[src/rtl/cpu_core_mc_if.sv]
// Instruction/data memory handshake bundle for cpu_core_mc.
// The core is the master; memories answer with ack after any number of wait cycles.
interface cpu_core_mc_if #(
  parameter int unsigned DATA_W  = 16,
  parameter int unsigned PC_W    = 6,
  parameter int unsigned DMEM_AW = 6
);
  logic               imem_req;
  logic [PC_W-1:0]    imem_addr;
  logic               imem_ack;
  logic [15:0]        imem_rdata;
  logic               dmem_req;
  logic               dmem_we;
  logic [DMEM_AW-1:0] dmem_addr;
  logic [DATA_W-1:0]  dmem_wdata;
  logic               dmem_ack;
  logic [DATA_W-1:0]  dmem_rdata;

  modport master (
    output imem_req, imem_addr,
    input  imem_ack, imem_rdata,
    output dmem_req, dmem_we, dmem_addr, dmem_wdata,
    input  dmem_ack, dmem_rdata
  );

  modport slave (
    input  imem_req, imem_addr,
    output imem_ack, imem_rdata,
    input  dmem_req, dmem_we, dmem_addr, dmem_wdata,
    output dmem_ack, dmem_rdata
  );
endinterface

[src/rtl/cpu_core_mc.sv]
// Multi-cycle 16-entry-register RISC core (FETCH/DECODE/EXEC/MEM/WB) with req/ack memories.
// Optional macro CPU_CORE_MC_ILLEGAL_TRAP_EN: opcodes D/E halt with illegal=1 instead of NOP.
module cpu_core_mc #(
  parameter int unsigned DATA_W   = 16,
  parameter int unsigned PC_W     = 6,
  parameter int unsigned DMEM_AW  = 6,
  parameter int unsigned RESET_PC = 0
) (
  input  logic          clk,
  input  logic          rst,
  cpu_core_mc_if.master bus,
  output logic          halted,
  output logic          illegal
);

  typedef enum logic [2:0] {
    S_IDLE, S_FETCH, S_DECODE, S_EXEC, S_MEM, S_WB, S_HALT
  } state_e;

  typedef enum logic [3:0] {
    OP_ADD   = 4'h0, OP_SUB  = 4'h1, OP_AND   = 4'h2, OP_OR    = 4'h3,
    OP_ADDI  = 4'h4, OP_LW   = 4'h5, OP_SW    = 4'h6, OP_CMP   = 4'h7,
    OP_MOV   = 4'h8, OP_LI   = 4'h9, OP_J     = 4'hA, OP_JAL   = 4'hB,
    OP_JR    = 4'hC, OP_NOPD = 4'hD, OP_NOPE  = 4'hE, OP_HALT  = 4'hF
  } op_e;

  localparam int unsigned HALF = DATA_W / 2;
  localparam logic [DATA_W-1:0] CMP_EQ = '1;
  localparam logic [DATA_W-1:0] CMP_GT = {{HALF{1'b0}}, {HALF{1'b1}}};
  localparam logic [DATA_W-1:0] CMP_LT = {{HALF{1'b1}}, {HALF{1'b0}}};

  state_e             state, state_next;
  op_e                op;
  logic [15:0]        ir;
  logic [PC_W-1:0]    pc, npc, pc_inc, exec_npc;
  logic [DATA_W-1:0]  a, b, d, res, exec_res, imm4, imm8;
  logic [DMEM_AW-1:0] mem_addr, exec_addr;
  logic [DATA_W-1:0]  rf [16];
  logic [3:0]         wb_idx;
  logic               writes_reg;
`ifdef CPU_CORE_MC_ILLEGAL_TRAP_EN
  logic               illegal_q;
`endif

  assign op     = op_e'(ir[15:12]);
  assign pc_inc = pc + PC_W'(1);
  assign imm4   = DATA_W'($signed(ir[3:0]));
  assign imm8   = DATA_W'($signed(ir[7:0]));

  always_comb begin
    exec_res  = '0;
    exec_npc  = pc_inc;
    exec_addr = DMEM_AW'(a + imm4);
    case (op)
      OP_ADD:  exec_res = a + b;
      OP_SUB:  exec_res = a - b;
      OP_AND:  exec_res = a & b;
      OP_OR:   exec_res = a | b;
      OP_ADDI: exec_res = a + imm4;
      OP_CMP:  exec_res = (a == b) ? CMP_EQ : ((a > b) ? CMP_GT : CMP_LT);
      OP_MOV:  exec_res = a;
      OP_LI:   exec_res = imm8;
      OP_J:    exec_npc = ir[PC_W-1:0];
      OP_JAL: begin
        exec_res = DATA_W'(pc_inc);
        exec_npc = ir[PC_W-1:0];
      end
      OP_JR:   exec_npc = PC_W'(a);
      default: ;
    endcase
  end

  always_comb begin
    wb_idx     = (op == OP_JAL) ? 4'd15 : ir[11:8];
    writes_reg = 1'b0;
    case (op)
      OP_ADD, OP_SUB, OP_AND, OP_OR, OP_ADDI, OP_LW,
      OP_CMP, OP_MOV, OP_LI, OP_JAL: writes_reg = 1'b1;
      default: writes_reg = 1'b0;
    endcase
  end

  always_ff @(posedge clk or posedge rst) begin
    if (rst) state <= S_IDLE;
    else     state <= state_next;
  end

  always_comb begin
    state_next = state;
    case (state)
      S_IDLE:   state_next = S_FETCH;
      S_FETCH:  if (bus.imem_ack) state_next = S_DECODE;
      S_DECODE: state_next = S_EXEC;
      S_EXEC: begin
        case (op)
          OP_LW, OP_SW: state_next = S_MEM;
          OP_HALT:      state_next = S_HALT;
`ifdef CPU_CORE_MC_ILLEGAL_TRAP_EN
          OP_NOPD, OP_NOPE: state_next = S_HALT;
`endif
          default:      state_next = S_WB;
        endcase
      end
      S_MEM:    if (bus.dmem_ack) state_next = S_WB;
      S_WB:     state_next = S_FETCH;
      S_HALT:   state_next = S_HALT;
      default:  state_next = S_IDLE;
    endcase
  end

  always_comb begin
    bus.imem_req   = (state == S_FETCH);
    bus.imem_addr  = pc;
    bus.dmem_req   = (state == S_MEM);
    bus.dmem_we    = (state == S_MEM) && (op == OP_SW);
    bus.dmem_addr  = (state == S_MEM) ? mem_addr : '0;
    bus.dmem_wdata = ((state == S_MEM) && (op == OP_SW)) ? d : '0;
    halted         = (state == S_HALT);
`ifdef CPU_CORE_MC_ILLEGAL_TRAP_EN
    illegal        = (state == S_HALT) && illegal_q;
`else
    illegal        = 1'b0;
`endif
  end

  // pc only advances in WB, so a halt or trap leaves it on the stopping instruction.
  always_ff @(posedge clk or posedge rst) begin
    if (rst) begin
      pc       <= PC_W'(RESET_PC);
      npc      <= '0;
      ir       <= '0;
      a        <= '0;
      b        <= '0;
      d        <= '0;
      res      <= '0;
      mem_addr <= '0;
`ifdef CPU_CORE_MC_ILLEGAL_TRAP_EN
      illegal_q <= 1'b0;
`endif
      for (int unsigned i = 0; i < 16; i++) rf[i] <= '0;
    end else begin
      case (state)
        S_FETCH:  if (bus.imem_ack) ir <= bus.imem_rdata;
        S_DECODE: begin
          a <= rf[ir[7:4]];
          b <= rf[ir[3:0]];
          d <= rf[ir[11:8]];
        end
        S_EXEC: begin
          res      <= exec_res;
          npc      <= exec_npc;
          mem_addr <= exec_addr;
`ifdef CPU_CORE_MC_ILLEGAL_TRAP_EN
          if (op == OP_NOPD || op == OP_NOPE) illegal_q <= 1'b1;
`endif
        end
        S_MEM: if (bus.dmem_ack && op == OP_LW) res <= bus.dmem_rdata;
        S_WB: begin
          if (writes_reg) rf[wb_idx] <= res;
          pc <= npc;
        end
        default: ;
      endcase
    end
  end

endmodule

[src/flat_wrapper.sv]
// flat-port wrapper written by rule: the top's interface ports become plain ports
module cpu_core_mc_flat 
#(
  parameter int unsigned DATA_W   = 16,
  parameter int unsigned PC_W     = 6,
  parameter int unsigned DMEM_AW  = 6,
  parameter int unsigned RESET_PC = 0
)
  (clk, rst, halted, illegal, bus_imem_req, bus_imem_addr, bus_imem_ack, bus_imem_rdata, bus_dmem_req, bus_dmem_we, bus_dmem_addr, bus_dmem_wdata, bus_dmem_ack, bus_dmem_rdata);
  cpu_core_mc_if #(.DATA_W(DATA_W), .PC_W(PC_W), .DMEM_AW(DMEM_AW)) bus_i ();
  input  logic clk;
  input  logic rst;
  output logic halted;
  output logic illegal;
  output wire logic [$bits(bus_i.imem_req)-1:0] bus_imem_req;
  output wire logic [$bits(bus_i.imem_addr)-1:0] bus_imem_addr;
  input wire logic [$bits(bus_i.imem_ack)-1:0] bus_imem_ack;
  input wire logic [$bits(bus_i.imem_rdata)-1:0] bus_imem_rdata;
  output wire logic [$bits(bus_i.dmem_req)-1:0] bus_dmem_req;
  output wire logic [$bits(bus_i.dmem_we)-1:0] bus_dmem_we;
  output wire logic [$bits(bus_i.dmem_addr)-1:0] bus_dmem_addr;
  output wire logic [$bits(bus_i.dmem_wdata)-1:0] bus_dmem_wdata;
  input wire logic [$bits(bus_i.dmem_ack)-1:0] bus_dmem_ack;
  input wire logic [$bits(bus_i.dmem_rdata)-1:0] bus_dmem_rdata;
  assign bus_imem_req = bus_i.imem_req;
  assign bus_imem_addr = bus_i.imem_addr;
  assign bus_i.imem_ack = bus_imem_ack;
  assign bus_i.imem_rdata = bus_imem_rdata;
  assign bus_dmem_req = bus_i.dmem_req;
  assign bus_dmem_we = bus_i.dmem_we;
  assign bus_dmem_addr = bus_i.dmem_addr;
  assign bus_dmem_wdata = bus_i.dmem_wdata;
  assign bus_i.dmem_ack = bus_dmem_ack;
  assign bus_i.dmem_rdata = bus_dmem_rdata;
  cpu_core_mc #(.DATA_W(DATA_W), .PC_W(PC_W), .DMEM_AW(DMEM_AW), .RESET_PC(RESET_PC)) u_core (.clk(clk), .rst(rst), .bus(bus_i), .halted(halted), .illegal(illegal));
endmodule
[config.mk]
export PLATFORM = sky130hd
export DESIGN_NAME = cpu_core_mc_flat
export DESIGN_NICKNAME = d
export VERILOG_FILES = /design/src/rtl/cpu_core_mc_if.sv /design/src/rtl/cpu_core_mc.sv /design/src/flat_wrapper.sv
export SDC_FILE = /design/constraint.sdc
export NUM_CORES = 1
export LEC_CHECK = 0
export CELL_PAD_IN_SITES_DETAIL_PLACEMENT = 1
export CELL_PAD_IN_SITES_GLOBAL_PLACEMENT = 1
export CORE_MARGIN = 5
export CORE_UTILIZATION = 43
export DETAILED_ROUTE_END_ITERATION = 10
export DONT_BUFFER_PORTS = 1
export GPL_TIMING_DRIVEN = 0
export HOLD_SLACK_MARGIN = 0.06
export PLACE_DENSITY = 0.69
export SETUP_SLACK_MARGIN = 0.4
export SYNTH_ARGS = -nofsm -noshare
export SYNTH_HDL_FRONTEND = slang
export SYNTH_SLANG_ARGS = --single-unit
[constraint.sdc]
create_clock -name clk -period 11.3 [get_ports clk]
set_clock_uncertainty 0.15 [all_clocks]
set_input_delay 1.695 -clock clk [delete_from_list [all_inputs] [get_ports clk]]
set_output_delay 1.695 -clock clk [all_outputs]
set_load 0.03 [all_outputs]
==> metrics.csv, run 1 <==
stage,metric,value,unit
run_status,status,finished clean,
routing,wire per inst,32.80,um
power_and_ir_drop,Max VDD drop,0.0001289,V
global_route,vias in the first global route,17710,
global_route,largest net degree at the start of global routing,43,
timing,Worst Slack Setup Final,5768,ps
clock_tree,Setup Buffers After CTS,0,
clock_tree,CTS resizes,0,
synth,ys async rst share,1.000,
die,num rows,84,
worst_setup_path,R2R Path Start,u_core.ir[1],
power_and_ir_drop,Power Density,289.1,nW/um^2
final_layout,Finished Cell Area,25450,um^2
final_layout,Area Growth Syn to Fin,10.33,%
placed_design,dpl hpwl,61.62,mm
worst_setup_path,crit path launch,u_core.ir[15],
worst_setup_path,Worst R2R Path Depth,6,
clock_tree,Clock transition at path regs,60,ps
worst_setup_path,critical path type,reg2out,
worst_setup_path,startpoint types,register,
clock_tree,H-tree levels,2,
routing,DR vias/cell,6.617,
job,maxcap violations,0,
power_and_ir_drop,overall power,7.360,mW
timing,final setup vio count,0,
worst_hold_path,Worst Hold Launch,u_core.mem_addr[3],
die,chip height,241.6,um
timing,RSZ-0062 raised after global routing,false,
die,die area,58390,um^2
final_layout,layout cells sized above 1,0.3590,
global_route,first-pass GRT wire length,122.7,mm
worst_setup_path,WP data required,9460,ps
global_route,total congestion overflow,0,
timing,crit path time final,5532,ps
clock_tree,maximum buffer depth of the clock tree,3,
die,die width,241.6,um
timing,Max Slew Vio Count,0,
routing,1st-iter DRT viols,1720,
synth,"Net Count, Synth",1865,
final_layout,register area,8934,um^2
worst_setup_path,Setup crit end kind,primary output,
timing,Rel. slew slack,0.03011,
timing,Tcrit/Tclk final,0.4895,
routing,antenna-violating nets left,0,
worst_setup_path,R2R Path End,u_core.b[0],
synth,number of library cell types mapped by synthesis,83,
power_and_ir_drop,LEAKAGE,10.97,nW
routing,WL final,83.18,mm
worst_setup_path,worst-path maximum fanout,10,
global_route,all-layer global routing usage,0.2799,
synth,register bit total from synthesis,357,
clock_tree,hold_buf cts,0,
timing,fmax,0.1808,GHz
final_layout,nets,1918,
timing,Slew @ Worst Pin,1455,ps
placed_design,Port Buffer Count,0,
clock_tree,CTS tree,built,
synth,Synth Flop Type,dfrtp_1,
global_route,antenna violations before repair,8,
die,Initial Utilization,0.4364,
clock_tree,clk_lat worst skew,590,ps
placed_design,Placement Cell Area,24120,um^2
clock_tree,CTS Root Buffer Type,clkbuf_16,
clock_tree,CTS buffer count,42,
die,total core area,52870,um^2
placed_design,Placement Setup Slack,6331,ps
routing,# DRC,0,
synth,"EDFF count, synth",0,
synth,Mapped Area,23070,um^2
timing,final hold vios,0,
placed_design,GP Congestion,0.9133,
synth,Mapped Avg Cell Area,13.09,um^2
clock_tree,clock tree sinks,357,
timing,TNS Setup,0,ps
synth,synthesized instance count,1762,
die,Boundary Pins,69,
worst_hold_path,worst min path class,reg2reg,
routing,vias,16780,
synth,Synth Warn #,0,
final_layout,multi-input combinational cell area,13290,um^2
routing,first drt pass iteration count,7,
worst_setup_path,worst endpoint data arrival time,3690,ps
final_layout,Fill cells,5363,
worst_setup_path,R2R setup slack,7250,ps
worst_setup_path,crit path to,bus_dmem_wdata[7],
synth,post-synthesis sequential area ratio,0.3872,
==> how the worst min path moves through the flow <==
stage,to,slack [ps],cells after the start
final,u_core.mem_addr[3],330,2
after global placement,u_core.mem_addr[5],310,2
after detailed placement,u_core.mem_addr[3],320,2
after floorplan,u_core.mem_addr[3],290,2
after CTS,u_core.mem_addr[3],330,2
after global routing,u_core.mem_addr[3],360,2
==> placed cells by master (no fill, tap or decap), types with 13 or more instances in the layout <==
master / instances
nand2_1: 90
and2_1: 32
mux4_2: 240
nand3_1: 14
buf_2: 30
a221oi_1: 13
nand2b_1: 13
o22ai_1: 13
inv_1: 42
nor2_1: 72
xor2_1: 13
a21oi_1: 59
mux2_2: 262
dfrtp_1: 357
mux2_1: 37
buf_4: 15
clkbuf_16: 43
clkbuf_1: 86
nor3_1: 15
ha_1: 64
o21ai_0: 71
==> routing by layer <==
metal  vias to the layer above  GRT usage  routed length (um)
met3                       185    0.06895                7376
met5                         -          0                  20
met4                         4    0.09433                3285
li1                       6887          -                   -
met2                       805     0.4531               39220
met1                      8899     0.3737               33280
==> layout make-up <==
cell class / instances / share of cell area
multi-input combinational: 1218 / 0.5220
buffer: 143 / 0.02723
timing repair buffer: 9 / 0.007079
clock inverter: 7 / 0.002360
antenna: 7 / 0.0006882
inverter: 44 / 0.006636
clock buffer: 63 / 0.04916
sequential: 357 / 0.3510
tap: 688 / 0.03382
==> cell families (layout without fill, tap and decap cells) <==
logic type               Yosys count  after routing  synth area share
AO/OA/AOI/OAI                    275            275           0.07750
XOR/XNOR                          24             24          0.009111
adder cells (fa/ha/maj)           67             67           0.03731
buffers and inverters            187            266           0.03710
flip-flops                       357            357            0.3872
multiplexers                     545            545            0.3828
other                              1              8         0.0001625
AND/OR/NAND/NOR                  306            306           0.06877
==> cell usage after synthesis (all sizes together) (13+ instances only) <==
master,instances,share of area
a21oi,60,0.013
a221oi,13,0.0049
and2,32,0.0087
buf,66,0.017
clkbuf,77,0.013
dfrtp,357,0.39
ha,64,0.035
inv,44,0.0072
mux2,299,0.15
mux4,240,0.23
nand2,90,0.015
nand2b,14,0.0041
nand3,15,0.0035
nor2,85,0.018
nor3,15,0.0033
o21ai,80,0.017
o22ai,13,0.0035
xor2,13,0.0049
==> worst max-delay path, cell delays in order (launching register included) <==
cell and delay, ps:
dfrtp_1 410, buf_2 210, nor2b_1 450, and3_1 280, clkbuf_1 540, clkbuf_1 770
and2_1 440
==> metrics by stage <==
stage / utilization / instances / hold WS (ps)
after CTS: 0.4811 / 2529 / 333.9
after floorplan: - / 1762 / 291.8
final: 0.4815 / 2536 / 326.3
after global placement: 0.4528 / 2450 / 306.1
after global routing: 0.4812 / 2531 / 357.6
after detailed placement: 0.4563 / 2459 / 321.4
==> state kept, by name, summed over array words and instances, names as in the netlist <==
signal,flops
u_core.state,3
u_core.rf,256
u_core.a,16
u_core.npc,6
u_core.ir,16
u_core.mem_addr,6
u_core.b,16
u_core.bus.imem_addr,6
u_core.d,16
u_core.res,16
==> where the power goes <==
group / switching, mW / internal (mW) / total, mW
registers: 0.446 / 1.64 / 2.08
logic: 2.33 / 1.62 / 3.95
clock network: 0.563 / 0.763 / 1.33
total: 3.34 / 4.02 / 7.36
Power figures use the tool's default switching activity.
==> run 2: changes to the inputs <==
Clock period 11.3 ns to 5 ns, I/O delays scaled along.
==> metrics.csv, run 2 (synthesized netlist as in run 1, its figures left out) <==
stage,metric,value,unit
final_layout,max FFs per register,256,
global_route,first-pass GRT wire length,122.7,mm
clock_tree,clock tree sinks,357,
worst_setup_path,R2R Path Start,u_core.ir[1],
global_route,vias in the first global route,17720,
worst_setup_path,slowest cell on the critical path,clkbuf_1,
clock_tree,Clock transition at path regs,60,ps
placed_design,dpl hpwl,61.62,mm
worst_hold_path,worst min path class,in2reg,
timing,fmax,0.2289,GHz
die,Boundary Pins,69,
clock_tree,CTS Root Buffer Type,clkbuf_16,
timing,Slew @ Worst Pin,1488,ps
timing,Tcrit/Tclk final,0.8737,
power_and_ir_drop,Max VDD drop,0.0002924,V
worst_setup_path,"Top cell by count, worst path",clkbuf_1,
final_layout,Fill cells,5361,
final_layout,largest register by flop count,u_core.rf,
clock_tree,clk_lat worst skew,590,ps
timing,final hold vios,0,
job,maxcap violations,0,
die,die area,58390,um^2
die,total core area,52870,um^2
routing,first drt pass iteration count,5,
clock_tree,maximum buffer depth of the clock tree,3,
routing,DR vias/cell,6.619,
worst_setup_path,worst-path maximum fanout,10,
run_status,status,finished clean,
final_layout,"most common cell after layout, fill and taps aside",dfrtp_1,
global_route,antenna violations before repair,8,
final_layout,multi-input combinational cell area,13290,um^2
worst_setup_path,crit-path max cell delay,760,ps
worst_setup_path,Setup crit end kind,primary output,
worst_setup_path,worst endpoint data arrival time,3470,ps
worst_setup_path,R2R setup slack,960,ps
global_route,total congestion overflow,0,
global_route,largest net degree at the start of global routing,43,
placed_design,Port Buffer Count,0,
power_and_ir_drop,Power Density,654.5,nW/um^2
placed_design,GP Congestion,0.9133,
timing,Rel. slew slack,0.008138,
die,die width,241.6,um
clock_tree,H-tree levels,2,
routing,wire per inst,32.94,um
worst_setup_path,CP Cell Sequence,"buf_6, nand2b_4, nor2_2, buf_4, clkbuf_1, clkbuf_1, and2_1",
final_layout,most frequent cells in the layout,"dfrtp_1, mux2_2, mux4_2, nand2_1, clkbuf_1",
worst_setup_path,crit path launch,u_core.state[0],
final_layout,layout cells sized above 1,0.3594,
final_layout,register area,8934,um^2
routing,WL final,83.54,mm
final_layout,Area Growth Syn to Fin,10.36,%
worst_setup_path,Worst R2R Path Depth,6,
final_layout,Finished Cell Area,25460,um^2
routing,antenna-violating nets left,0,
clock_tree,CTS buffer count,42,
routing,vias,16790,
die,chip height,241.6,um
timing,final hold slack,161.0,ps
worst_hold_path,hold depth,1,
timing,RSZ-0062 raised after global routing,false,
power_and_ir_drop,LEAKAGE,10.98,nW
routing,# DRC,0,
final_layout,Final Util,0.4816,
routing,1st-iter DRT viols,1689,
timing,crit path time final,4368,ps
placed_design,Placement Cell Area,24120,um^2
clock_tree,CTS tree,built,
worst_setup_path,R2R Path End,u_core.b[0],
worst_setup_path,startpoint types,register,
global_route,all-layer global routing usage,0.2799,
worst_setup_path,critical path type,reg2out,
worst_setup_path,WP data required,4100,ps
final_layout,nets,1919,
worst_setup_path,crit path to,bus_dmem_addr[3],
timing,final setup vio count,0,
die,num rows,84,
die,Initial Utilization,0.4364,
timing,Max Slew Vio Count,0,
==> run 2: metrics by stage <==
stage	TNS [ps]	power [mW]	setup slack, ps	std cells
floorplan	-244300	10.41	-684.3	1762
CTS	0	16.56	601.4	2530
global placement	-956970	13.23	-2720	2450
finish	0	16.66	631.6	2536
detailed placement	0	13.49	975.9	2459
global route	0	17.36	516.9	2532
==> run 2: cell type report <==
cell class | count | area share
Sequential cell | 357 | 0.3509
Antenna cell | 6 | 0.0005897
Clock buffer | 63 | 0.04914
Clock inverter | 7 | 0.002359
Timing Repair Buffer | 10 | 0.007469
Tap cell | 688 | 0.03381
Buffer | 143 | 0.02727
Inverter | 44 | 0.006634
Multi-Input combinational cell | 1218 | 0.5219
==> run 2: critical path, delay by kind of cell (launching register included) <==
family	cells	cell delay, ps
buffers and inverters	4	1770
DFF	1	370
and+or+nand+nor	3	730
==> run 2: routing by layer <==
metal | part of all wire | track usage
met1 | 0.40 | 0.3737
met2 | 0.47 | 0.4531
met3 | 0.089 | 0.06895
met4 | 0.039 | 0.09433
met5 | 0.00024 | 0
==> run 2: what timing repair did <==
item	in CTS	in global routing
hold buffers	1	0
hold endpoints to repair	32	0
resized for setup	1	0
setup endpoints to repair	9	0
buffers inserted	0	0
==> run 2: how the worst min path moves through the flow <==
stage | end | slack [ps] | from
floorplan | u_core.mem_addr[3] | 290 | u_core.mem_addr[3]
global placement | u_core.mem_addr[5] | 310 | u_core.mem_addr[5]
detailed placement | u_core.mem_addr[3] | 320 | u_core.mem_addr[3]
CTS | u_core.ir[5] | 140 | bus_imem_rdata[5]
global route | u_core.ir[14] | 150 | bus_imem_rdata[14]
finish | u_core.ir[4] | 160 | bus_imem_rdata[4]
==> run 2: report_power, final <==
group	switching, mW	total (mW)	internal [mW]
Sequential	1.02	4.71	3.70
Combinational	5.29	8.95	3.66
Clock	1.28	3.00	1.72
